==> src/rtl/sequence_generator_1010.sv <==
// Serial frame transmitter for the overlapping "1010" detector link.
// Accepts one DATA_W-bit word per valid/ready handshake. It then sends a
// 4-bit preamble (1,0,1,0), the payload MSB first, and an optional run of
// GAP_CYCLES zeros. After that it returns to IDLE for at least one cycle.
// Optional feature: define SEQ_GEN_PARITY_EN to append an even-parity bit
// (the XOR of the payload bits) after the payload LSB.
module sequence_generator_1010 #(
  parameter int DATA_W     = 8,
  parameter int GAP_CYCLES = 0
) (
  input  logic              clk,
  input  logic              rst,
  input  logic              load_valid,
  input  logic [DATA_W-1:0] load_data,
  output logic              load_ready,
  output logic              data_out,
  output logic              busy,
  output logic              frame_done
);

  localparam int PRE_LEN   = 4;
  localparam int CNT_MAX_A = (DATA_W > PRE_LEN) ? DATA_W : PRE_LEN;
  localparam int CNT_MAX   = (GAP_CYCLES > CNT_MAX_A) ? GAP_CYCLES : CNT_MAX_A;
  localparam int CNT_W     = $clog2(CNT_MAX + 1);
  localparam bit HAS_GAP   = (GAP_CYCLES > 0);

  typedef logic [CNT_W-1:0] cnt_t;

  // The counter holds the index of the bit currently on data_out within its state
  localparam cnt_t PRE_LAST = cnt_t'(PRE_LEN - 1);
  localparam cnt_t PAY_LAST = cnt_t'(DATA_W - 1);
  localparam cnt_t GAP_LAST = cnt_t'(HAS_GAP ? GAP_CYCLES - 1 : 0);
  localparam cnt_t CNT_ONE  = cnt_t'(1);

`ifdef SEQ_GEN_PARITY_EN
  typedef enum logic [2:0] {
    S_IDLE = 3'd0,
    S_PRE  = 3'd1,
    S_PAY  = 3'd2,
    S_PAR  = 3'd3,
    S_GAP  = 3'd4
  } state_t;
`else
  typedef enum logic [2:0] {
    S_IDLE = 3'd0,
    S_PRE  = 3'd1,
    S_PAY  = 3'd2,
    S_GAP  = 3'd4
  } state_t;
`endif

  state_t            state_q, state_d;
  cnt_t              cnt_q, cnt_d;
  logic [DATA_W-1:0] shreg_q, shreg_d;
  logic              dout_q, dout_d;
  logic              accept;
`ifdef SEQ_GEN_PARITY_EN
  logic              parity_q, parity_d;
`endif

  // The handshake is accepted only in IDLE. Words offered at other times are ignored.
  assign load_ready = (state_q == S_IDLE);
  assign busy       = (state_q != S_IDLE);
  assign accept     = load_valid && load_ready;
  assign data_out   = dout_q;

  // frame_done follows the state that owns the final bit, so it lines up with data_out
`ifdef SEQ_GEN_PARITY_EN
  assign frame_done = (state_q == S_PAR);
`else
  assign frame_done = (state_q == S_PAY) && (cnt_q == PAY_LAST);
`endif

  // Next-state logic. dout_d is the bit that data_out presents in the following cycle.
  always_comb begin
    state_d  = state_q;
    cnt_d    = cnt_q;
    shreg_d  = shreg_q;
    dout_d   = 1'b0;
`ifdef SEQ_GEN_PARITY_EN
    parity_d = parity_q;
`endif
    unique case (state_q)
      S_IDLE: begin
        if (accept) begin
          state_d  = S_PRE;
          cnt_d    = '0;
          dout_d   = 1'b1;
          shreg_d  = load_data;
`ifdef SEQ_GEN_PARITY_EN
          parity_d = ^load_data;
`endif
        end
      end
      S_PRE: begin
        if (cnt_q == PRE_LAST) begin
          state_d = S_PAY;
          cnt_d   = '0;
          dout_d  = shreg_q[DATA_W-1];
          shreg_d = shreg_q << 1;
        end else begin
          // Preamble index k carries bit 1 when k is even, so the next bit equals cnt_q[0]
          cnt_d  = cnt_q + CNT_ONE;
          dout_d = cnt_q[0];
        end
      end
      S_PAY: begin
        if (cnt_q == PAY_LAST) begin
          cnt_d   = '0;
          shreg_d = '0;
`ifdef SEQ_GEN_PARITY_EN
          state_d = S_PAR;
          dout_d  = parity_q;
`else
          state_d = HAS_GAP ? S_GAP : S_IDLE;
`endif
        end else begin
          cnt_d   = cnt_q + CNT_ONE;
          dout_d  = shreg_q[DATA_W-1];
          shreg_d = shreg_q << 1;
        end
      end
`ifdef SEQ_GEN_PARITY_EN
      S_PAR: begin
        cnt_d    = '0;
        parity_d = 1'b0;
        state_d  = HAS_GAP ? S_GAP : S_IDLE;
      end
`endif
      S_GAP: begin
        if (cnt_q == GAP_LAST) begin
          state_d = S_IDLE;
          cnt_d   = '0;
        end else begin
          cnt_d = cnt_q + CNT_ONE;
        end
      end
      default: begin
        state_d = S_IDLE;
        cnt_d   = '0;
        shreg_d = '0;
      end
    endcase
  end

  // State, counter, shift register and output bit. Reset drops any partial frame.
  always_ff @(posedge clk) begin
    if (rst) begin
      state_q  <= S_IDLE;
      cnt_q    <= '0;
      shreg_q  <= '0;
      dout_q   <= 1'b0;
`ifdef SEQ_GEN_PARITY_EN
      parity_q <= 1'b0;
`endif
    end else begin
      state_q  <= state_d;
      cnt_q    <= cnt_d;
      shreg_q  <= shreg_d;
      dout_q   <= dout_d;
`ifdef SEQ_GEN_PARITY_EN
      parity_q <= parity_d;
`endif
    end
  end

endmodule

==> config.mk <==
export PLATFORM = sky130hd
export DESIGN_NAME = sequence_generator_1010
export DESIGN_NICKNAME = d
export VERILOG_FILES = /design/src/rtl/sequence_generator_1010.sv
export SDC_FILE = /design/constraint.sdc
export NUM_CORES = 1
export LEC_CHECK = 0
export ABC_AREA = 1
export CAP_MARGIN = 5
export CELL_PAD_IN_SITES_DETAIL_PLACEMENT = 1
export CELL_PAD_IN_SITES_GLOBAL_PLACEMENT = 1
export CORE_MARGIN = 4
export CORE_UTILIZATION = 33
export DETAILED_ROUTE_END_ITERATION = 10
export PLACE_DENSITY_LB_ADDON = 0.1
export REMOVE_ABC_BUFFERS = 1
export SYNTH_ARGS = -nofsm -noshare
export SYNTH_HDL_FRONTEND = slang
export SYNTH_SLANG_ARGS = --single-unit
==> constraint.sdc <==
create_clock -name clk -period 1.2 [get_ports clk]
set_input_delay 0.24 -clock clk [delete_from_list [all_inputs] [get_ports clk]]
set_output_delay 0.24 -clock clk [all_outputs]
set_load 0.02 [all_outputs]
## After elaboration in Yosys (flattened, before gate mapping)

Cells that the tools add are included.

- Bits in registers: 16
- Word-level logic and storage cells: 40

- Multiplexer cells: 18
- Reductions and logical operators: 7
- Bitwise operators: 1
- Equal/unequal tests: 9
- Add/subtract/negate cells: 1

Operators with widths:

| kind | count |
|---|---|
| 8-bit case mux with 4 select lines | 1 |
| 8-bit 2-to-1 mux | 3 |
| 4-bit 2-to-1 mux | 4 |
| 4-bit case mux with 4 select lines | 1 |
| 3-bit 2-to-1 mux | 4 |
| 3-bit case mux with 4 select lines | 1 |
| 4-bit by 1-bit adder with 4-bit output, second input constant | 1 |
| 4-bit by 2-bit equality test with 1-bit output, second input constant | 1 |
| 4-bit by 3-bit equality test with 1-bit output, second input constant | 1 |
| 4-bit zero test | 1 |
| 2-bit by 1-bit inequality test with 1-bit output, second input constant | 2 |
| 2-bit inequality test, second input constant | 2 |
| 4-bit AND reduction | 1 |
| 3-bit by 1-bit equality test with 1-bit output, second input constant | 1 |
| 3-bit by 2-bit equality test with 1-bit output, second input constant | 1 |
| 3-bit equality test, second input constant | 1 |
| 3-bit zero test | 1 |
| 1-bit 2-to-1 mux | 3 |
| 1-bit case mux with 3 select lines | 1 |
| 3-bit AND reduction | 1 |
| 3-bit nonzero test | 1 |
| 1-bit logical AND | 2 |
| 1-bit inverter | 1 |

## Depth between registers and ports, before layout

- Depth in word-level cells: 4
- Mapped depth: 10
- Gate-level depth less buffers: 9

## Least setup slack after synthesis

No wires, ideal clock.

- Kind: reg2reg
- Start: reg state_q[0]
- End: reg shreg_q[4]
- Setup slack: -0.331 ns
- Clock period less this slack: 1.531 ns
- Cell stages (with the launch flop): 11
- Arrival time: 1.463 ns
- Path buffers: 1
- Setup time: 0.068 ns
- Path through: dfxtp_1 > inv_1 > ha_1 > buf_6 > inv_4 > nor2_8 > inv_4 > nand2_8 > nor2_8 > nand2_1 > a21oi_2

- Word-level cells in the longest chain between the ends: 4

RTL lines:

| element | line | source |
|---|---|---|
| start: declaration | 52 | `state_t state_q, state_d;` |
| start signal: assignment | 157 | `state_q <= state_d;` |
| 3-bit zero test (*) | 62 | `assign load_ready = (state_q == S_IDLE);` |
| net load_ready | 15 | `output logic load_ready,` |
| 1-bit logical AND | 64 | `assign accept = load_valid && load_ready;` |
| 2-bit by 1-bit inequality test with 1-bit output (no source line) | - |  |
| 3-bit AND reduction (no source line) | - |  |
| end signal: assignment | 159 | `shreg_q <= shreg_d;` |
| end: declaration | 54 | `logic [DATA_W-1:0] shreg_q, shreg_d;` |

The timed path passes the listed nets; every way through them passes the cells marked *.
A chain may end at the register's enable or synchronous reset.

## Worst setup path after layout

- Start: reg state_q[1]
- End: reg shreg_q[3]

- Word-level cells in the longest chain between the ends: 4

RTL lines:

| element | line |
|---|---|
| 3-bit zero test | 62, 83 |
| 1-bit logical AND | 64 |
| 2-bit by 1-bit inequality test with 1-bit output (no source line) | - |
| 3-bit AND reduction (no source line) | - |

Several ways; a longest one is shown, not always the timed one.

==> summary.txt <==
STA
  • Endpoints failing hold: 0
  • Worst slew margin: 83.3%
  • Unrepaired setup endpoints after global routing: yes
  • Fmax: between 600 and 700 MHz
  • Final Setup Violations: 18
  • Tcrit/Tclk final: 119%
  • Layout Skew: 0.00617 ns
  • Worst-Margin Slew: 0.250 ns
  • Fin crit period: 1.43 ns
  • Worst path setup slack after routing: -0.232 ns
  • Final Max Tran Viols: 0

Status
  • Failing checks: negative setup slack
  • Status: complete, but fails checks

CTS
  • CTS tree: yes
  • Num CTS Buffers: 3
  • CTS sink count: 15
  • Root Buffer: clkbuf_4
  • Clk Latency, worst-skew pair: 0.30 ns
  • Clock Tree Buf Depth: 2
  • Cts hold-fix bufs: 0
  • Clock transition at path regs: roughly 0.09 ns
  • CTS H-Tree Depth: 1

Worst setup path
  • CP endpoint kind: flip-flop
  • Worst Path Required: 1.43 ns
  • Startpoint Class: flip-flop
  • Crit Path Class: flip-flop to flip-flop
  • Crit-path max FO: 5
  • Critical Path AT: ~1.7 ns

Die
  • IO Pins: 15
  • Core box area: 0.00276 sq mm
  • Die X: 61.8 um
  • DIE HEIGHT: 61.8 um
  • DIE AREA: 0.00381 sq mm
  • Row count: 19
  • Initial Utilization: 34.6%

Detailed routing
  • Routed wire length: 3.39 mm
  • Drt via density: 5.00
  • Drt pass-1 iters: 4
  • Drt first-iter violations: 49
  • Drt drc: 0
  • Drt wl/cell: 16.1 um
  • Routed Antenna Nets: 0
  • Via count: ~1100

Run
  • Max cap viols: 0

Synthesis
  • Synthesized flop and latch total: 15
  • Syn_area_per_cell: 7.12 sq um
  • Synth Instances: 134
  • Seq/Total Area, Yosys: 31.5%
  • Syn Std Cell Area: 953 sq um
  • Netlist cell types: 22
  • Warnings, synthesis: 0

GRT
  • Initial antenna violation count: 0
  • First-pass GRT wire length: 5.30 mm
  • Total grt overflow: 0
  • Largest net degree at the start of global routing: 10
  • Tot GR Track Use: 19.7%
  • Vias in the first global route: 1149

Power
  • VDD IR max: 0.880 mV
  • Leak: between 0.6 and 0.7 nW
  • Power Total: 1.67 mW
  • PD cells: roughly 1100 mW/mm^2

Placement
  • Detail Placement HPWL: 2.25 mm
  • Routability cong.: 0.766
  • Placed inst area: between 0.001 and 0.0015 sq mm
  • Count of input and output buffers: 14
  • Pre-CTS setup slack: -0.395 ns

Cells and area
  • Most common cell after layout, fill and taps aside: nand2_1
  • Final non-filler cell area: about 0.0016 sq mm
  • Final nets: around 200
  • Most frequent cells in the layout: 26 x nand2_1, 22 x buf_4, 18 x nand3_1
  • Synthesis-to-finish area growth: 66.7%
  • Fraction of layout instances using a drive strength above 1: approximately half
  • Antenna diodes: 0

Min path
  • Hold crit path type: flip-flop to flip-flop
[power breakdown]
part | switching, mW | total (mW) | internal [mW]
sequential | 0.0372 | 0.580 | 0.543
combinational | 0.385 | 0.787 | 0.402
clock | 0.176 | 0.306 | 0.130
total | 0.598 | 1.67 | 1.07
[cells by family (layout without fill, tap and decap cells)]
kind of cell    after synthesis  count (layout)  share of synthesized area [%]
compound gates               20              20                           11.8
buf+inv                      15              61                           7.35
flops                        15              15                           31.5
simple gates                 78              78                           41.5
fa+ha+maj                     6               6                           7.87
[synthesized netlist by cell type (all sizes together)]
cell type	number	area [sq um]
dfxtp	15	300
inv	11	46.3
o21a	1	7.51
a21oi	15	82.6
nand3	21	115
nor2	12	80.1
o21ai	3	15.0
buf	2	16.3
nand2	44	194
nand4	1	6.26
ha	6	75.1
clkbuf	2	7.51
o211ai	1	7.51
[critical path, stage by stage (launching register included)]
cell and delay [ns]:
dfxtp_4 0.38, inv_4 0.07, ha_4 0.16, inv_4 0.04, buf_6 0.11, nor2_8 0.14
inv_6 0.07, nand2_8 0.11, buf_12 0.11, nand2_2 0.04, a21oi_1 0.13
[per-layer routing]
layer,wire [um],vias up,track usage (%)
met5,0,-,0
met3,140,7,5.17
li1,-,528,-
met2,1880,18,38.9
met1,1300,503,19.7
met4,72,0,6.36
[timing repair]
| item | 4_1_cts | 5_1_grt |
|---|---|---|
| pin swaps | 18 | 17 |
| hold endpoints to repair | 0 | 0 |
| setup buffers | 6 | 2 |
| endpoints found under the setup margin | 19 | 19 |
| resized for setup | 61 | 17 |
[per-stage QoR]
| stage | util, % | TNS [ns] | cells | hold slack (ns) |
|---|---|---|---|---|
| 2_1_floorplan | - | -5.00 | 130 | 0.302 |
| 3_3_place_gp | 47.2 | -4.66 | 199 | 0.469 |
| 3_5_place_dp | 47.2 | -5.23 | 199 | 0.481 |
| 4_1_cts | 55.3 | -3.09 | 209 | 0.494 |
| 5_1_grt | 57.6 | -4.71 | 211 | 0.531 |
| 6_report | 57.6 | -3.44 | 211 | 0.501 |
[final cells by class]
class	instances	area (sq um)
clock buffer	4	26.3
fill	344	1170
sequential	15	308
inverter	11	53.8
timing repair buffer	46	443
tap	31	38.8
multi-input combinational	104	719
[flip-flops by register name, summed over array words and instances, names as in the netlist]
name	cells
data_out	1
cnt_q	4
shreg_q	8
state_q	2
[worst paths after layout]
| path | from | endpoint | slack [ns] | cells past startpoint |
|---|---|---|---|---|
| setup / recovery | state_q[1]$_SDFFE_PP0P_ | shreg_q[3]$_SDFFE_PP0P_ | -0.23 | 10 |
| hold / removal | shreg_q[4]$_SDFFE_PP0P_ | shreg_q[4]$_SDFFE_PP0P_ | 0.50 | 2 |
| setup reg to reg | state_q[1]$_SDFFE_PP0P_ | shreg_q[3]$_SDFFE_PP0P_ | -0.23 | 10 |
| hold reg to reg | shreg_q[4]$_SDFFE_PP0P_ | shreg_q[4]$_SDFFE_PP0P_ | 0.50 | 2 |
Note: power is estimated with default switching activity, not from simulation.
